### config.mk
export PLATFORM = sky130hd
export DESIGN_NAME = fetch_stage
export DESIGN_NICKNAME = d
export VERILOG_FILES = /design/src/rtl/fetch_stage.sv
export SDC_FILE = /design/constraint.sdc
export NUM_CORES = 1
export LEC_CHECK = 0
export BUFFER_PORTS_ARGS = -buffer_cell sky130_fd_sc_hd__buf_2
export CORE_MARGIN = 2
export CORE_UTILIZATION = 35
export DETAILED_ROUTE_END_ITERATION = 10
export GPL_TIMING_DRIVEN = 0
export PLACE_DENSITY = 0.57
export SLEW_MARGIN = 0
export SYNTH_ARGS = -nofsm -noshare
export SYNTH_HDL_FRONTEND = slang
export SYNTH_SLANG_ARGS = --single-unit
### constraint.sdc
create_clock -name clk -period 1.95 [get_ports clk]
set_input_delay 0.195 -clock clk [delete_from_list [all_inputs] [get_ports clk]]
set_output_delay 0.195 -clock clk [all_outputs]
set_load 0.005 [all_outputs]
### src/rtl/fetch_stage.sv
// Instruction-fetch stage: owns the PC, drives the combinational instruction memory,
// and loads the IF/ID pipeline register under freeze / branch-redirect control.
module fetch_stage #(
    parameter int unsigned         WORD_LEN = 32,
    parameter logic [WORD_LEN-1:0] RESET_PC = '0,
    parameter int unsigned         PC_STEP  = 4
) (
    input  logic                clk,
    input  logic                rst,
    input  logic                freeze,
    input  logic                br_taken,
    input  logic [WORD_LEN-1:0] br_addr,
    output logic [WORD_LEN-1:0] imem_addr,
    input  logic [WORD_LEN-1:0] imem_instr,
    output logic [WORD_LEN-1:0] ifid_pc,
    output logic [WORD_LEN-1:0] ifid_instr,
    output logic                ifid_valid,
    output logic                misalign_err,
    output logic [WORD_LEN-1:0] fetch_count
);

    logic [WORD_LEN-1:0] pc;
    logic [WORD_LEN-1:0] pc_inc;

    logic [WORD_LEN-1:0] pc_nxt;
    logic [WORD_LEN-1:0] ifid_pc_nxt;
    logic [WORD_LEN-1:0] ifid_instr_nxt;
    logic                ifid_valid_nxt;
    logic                misalign_nxt;
    logic [WORD_LEN-1:0] fetch_count_nxt;

    assign pc_inc    = pc + WORD_LEN'(PC_STEP);
    assign imem_addr = pc;

    // Next-state selection: branch redirect beats freeze, freeze beats advance.
    always_comb begin
        pc_nxt          = pc;
        ifid_pc_nxt     = ifid_pc;
        ifid_instr_nxt  = ifid_instr;
        ifid_valid_nxt  = ifid_valid;
        misalign_nxt    = misalign_err;
        fetch_count_nxt = fetch_count;

        if (br_taken) begin
            // Wrong-path fetch of this cycle is dropped; IF/ID becomes a bubble.
            pc_nxt         = {br_addr[WORD_LEN-1:2], 2'b00};
            ifid_pc_nxt    = '0;
            ifid_instr_nxt = '0;
            ifid_valid_nxt = 1'b0;
            if (br_addr[1:0] != 2'b00) begin
                misalign_nxt = 1'b1;
            end
        end else if (!freeze) begin
            pc_nxt          = pc_inc;
            ifid_pc_nxt     = pc_inc;
            ifid_instr_nxt  = imem_instr;
            ifid_valid_nxt  = 1'b1;
            fetch_count_nxt = fetch_count + WORD_LEN'(1);
        end
    end

    // State registers with synchronous reset.
    always_ff @(posedge clk) begin
        if (rst) begin
            pc           <= RESET_PC;
            ifid_pc      <= '0;
            ifid_instr   <= '0;
            ifid_valid   <= 1'b0;
            misalign_err <= 1'b0;
            fetch_count  <= '0;
        end else begin
            pc           <= pc_nxt;
            ifid_pc      <= ifid_pc_nxt;
            ifid_instr   <= ifid_instr_nxt;
            ifid_valid   <= ifid_valid_nxt;
            misalign_err <= misalign_nxt;
            fetch_count  <= fetch_count_nxt;
        end
    end

endmodule

==> out/metrics.yaml <==
leakage_uw: 0.00359
core.rowCount: 47
grt_antenna_before_repair: 4
cell_by_cell_trace_of_the_critical_path: "nand2_1, or2_2, nor4_2, xor2_1, o21a_1"
status: "completed"
grt_start_max_net_pins: 17
pwrdens_nw_per_um2: 786
synthDominantCellAreaShare_pct: 43.1
finalWeightedCongestion: 0.848
highest_net_fanout_along_the_worst_path: 7
fin_crit_ns: 1.89
core_area_um2: 16500
timing.critical_path.to_type: "flip-flop"
grt_remaining_overflow: 0
post_route_fraction_of_the_period_consumed_by_the_critical_path_pct: 96.7
cts-root-to-sink-buffers: 2
floorplan.die.height_um: 133
syn-cell-area_um2: 5850
slew_headroom_pct: 54.9
yosys_warnings: 0
remaining_drc_errors: 0
drv.max_cap_violation_count: 0
die_area_um2: 17800
crit_path_max_incr_delay_ns: 0.48
vdd.ir_drop.worst_v: 0.000686
netlist_instances: 692
worstPathRequired_ns: 2.25
vias: 5601
start_util_pct: 35.5
rr_endpoint: "imem_addr[24]$_SDFFE_PP0P_"
drt-initial-drc-count: 275
worstSetupEndpoint: "imem_addr[24]$_SDFFE_PP0P_"
worst_hold_path_type: "primary input to flip-flop"
io_buffers: 192
critical-path-top-delay-family: "simple AND/OR/NAND/NOR gates"
achievable-frequency_mhz: 530
clock-root-buffer: "clkbuf_16"
drt-wirelength-per-cell_um: 14.9
timing.final.max_slew_violations: 0
ff2ff_path_depth: 5
syn_to_final_growth_pct: 38.5
grt_util_all_layers_pct: 19.5
synth.lib_cells_used.distinct: 40
startpoint_type: "flip-flop"
finish.net_count: 1011
clkSlewWorstSetupHoldPaths_ns: 0.05
h-tree-depth: 4
drt_wl_total_um: 17500
cts.sink_count: 126
skew_ns: 0.0123
worst_hold_slack_ns: 0.0155
syn_avg_cell_area_um2: 8.45
grt_pass1_wl_um: 27200
critPathArrivalTime_ns: 2.19
source_of_the_worst_register_to_register_timing_path: "imem_addr[14]$_SDFFE_PP0P_"
route.detailed.vias_per_inst: 4.77
worst_pin_slew_ns: 0.676
yosys.area.top_type: "dfxtp_1"
ys_ff_latch: 126
final_antenna_net_count: 0
power_uw: 6370
synth.top_cells.by_area: "dfxtp_1 (43%), xnor2_1 (7.0%), mux2i_1 (6.7%)"
clock_latency_on_the_worst_skew_pair_ns: 0.42
setup.reg_to_reg.worst_slack_ns: 0.06
worst-path-stages: 5
clock_tree_from_tritoncts: "built"
hold_violations: 0
tritoncts.num_buffers: 17
share_of_synthesized_area_occupied_by_flip_flops_and_latches_pct: 43.1
post_route_cells_drive_above_1_share_pct: 30.3
timing_worst_setup_path_type: "flip-flop to flip-flop"
critPathLaunch: "imem_addr[14]$_SDFFE_PP0P_"
drtPass1Iterations: 4
detailed_place_hpwl_um: 12800
sum_of_buffers_and_inverters_on_the_critical_path: 0
setup_violations: 0
io-pin-count: 198
crit_slowest_cell: "dfxtp_1"
first_global_vias: 5148
floorplan_die_width_um: 133
-- layout by cell type, fill, tap and decap left out, types with 5 or more instances in the layout --
cell           netlist  final
o21a_1              14     14
dfxtp_2              0      5
o21ai_0             31     31
nor3_1              24     20
nand2_1             39     39
buf_4                4     22
mux2i_1             39     39
nor2_1             101     98
nor2b_1              7      7
buf_2               13    205
nor4_1              13      8
a21oi_1             58     58
nand3_1             23     22
xnor2_1             47     47
dfxtp_1            126    120
nand4_1             21     21
clkbuf_8             0      5
xor2_1              31     31
nor4_2               1      5
clkbuf_16            0     17
inv_1               27     27
clkbuf_1            26     27
dlygate4sd3_1        0     17
or3_1                8      8
and4_1               6      6
-- sequential cells by signal (all words and copies together) (netlist names) --
signal,count
fetch_count,32
ifid_instr,32
ifid_pc,30
ifid_valid,1
imem_addr,30
misalign_err,1
-- cell type report --
type | instances | area (um2)
clock inverter | 6 | 57.6
sequential | 126 | 2530
fill | 1673 | 8370
clock buffer | 25 | 505
inverter | 27 | 101
multi-input combinational | 492 | 3120
buffer | 49 | 231
timing repair buffer | 228 | 1270
antenna | 2 | 5.00
tap | 220 | 275
-- metrics by stage --
stage          util, %  TNS (ns)  worst slack (ns)  instance area (um2)  cells
6_report          49.2         0            0.0641                 8100   1175
5_1_grt           49.2   -0.0161           -0.0101                 8100   1174
4_1_cts           48.1         0           0.00165                 7930   1161
3_5_place_dp      43.1     -3.23            -0.206                 7100   1107
3_3_place_gp      43.1     -3.34            -0.240                 7100   1107
2_1_floorplan        -         0            0.0890                 5860    695
-- what timing repair did --
action,4_1_cts,5_1_grt
endpoints found under the setup margin,36,37
gates cloned,0,1
buffers inserted,7,11
resized for setup,12,22
pin swaps,3,3
endpoints found under the hold margin,17,0
hold buffers,17,0
-- metal layers --
metal,global-route usage (%),up-vias,wire length (um)
met1,26.3,2540,8130
met2,29.2,180,7680
li1,-,2853,-
met5,0,-,30
met3,6.70,24,1340
met4,6.32,4,323
-- worst min-delay path by stage --
stage	from	to	slack, ns	cells past startpoint
after CTS	imem_instr[22]	ifid_instr[22]$_SDFFE_PP0N_	0.0001	3
after detailed placement	imem_instr[29]	ifid_instr[29]$_SDFFE_PP0N_	0.43	3
after floorplan	br_addr[2]	imem_addr[2]$_SDFFE_PP0P_	0.34	2
after global placement	br_addr[4]	imem_addr[4]$_SDFFE_PP0P_	0.43	3
final	br_addr[12]	imem_addr[12]$_SDFFE_PP0P_	0.02	3
after global routing	br_addr[6]	imem_addr[6]$_SDFFE_PP0P_	0.01	3
-- cell usage after synthesis, drive strengths merged --
cell type  instances
a221oi             1
conb               1
nor3              25
xnor2             47
and4               6
o21a              14
nor3b              2
a211oi             2
o21ai             31
xor2              31
ha                 2
a21oi             58
and4bb             2
and2               2
dfxtp            126
and3               4
nor2             101
nand2             39
nor2b              7
mux2i             39
nand4             22
inv               27
nand3             23
or2                2
clkbuf            29
or3b               1
or3                8
nand4b             1
buf               21
a31oi              1
nor4              15
nand3b             2
-- worst reg2reg max path, stage by stage (launching register included) --
cell,delay (ns)
dfxtp_1,0.48
nand2_1,0.27
or2_2,0.42
nor4_2,0.30
xor2_1,0.13
o21a_1,0.18
-- cells by family (layout without fill, tap and decap cells) --
kind of cell | Yosys count | count (layout) | synth area share (%)
buffers and inverters | 77 | 335 | 5.54
flip-flops | 126 | 126 | 43.1
adder cells (fa/ha/maj) | 2 | 2 | 0.428
XOR/XNOR | 78 | 78 | 11.7
other | 1 | 6 | 0.0641
AND/OR/NAND/NOR | 262 | 262 | 22.6
multiplexers | 39 | 39 | 6.68
AO/OA/AOI/OAI | 107 | 107 | 9.93
-- power breakdown --
group / internal, uW / total, uW / leakage [uW] / switching [uW]
Clock: 1910 / 3010 / 0.000279 / 1110
Sequential: 2670 / 2760 / 0.00103 / 92.9
Combinational: 284 / 600 / 0.00228 / 315
Total: 4860 / 6370 / 0.00359 / 1510
Note: power is estimated with default switching activity, not from simulation.
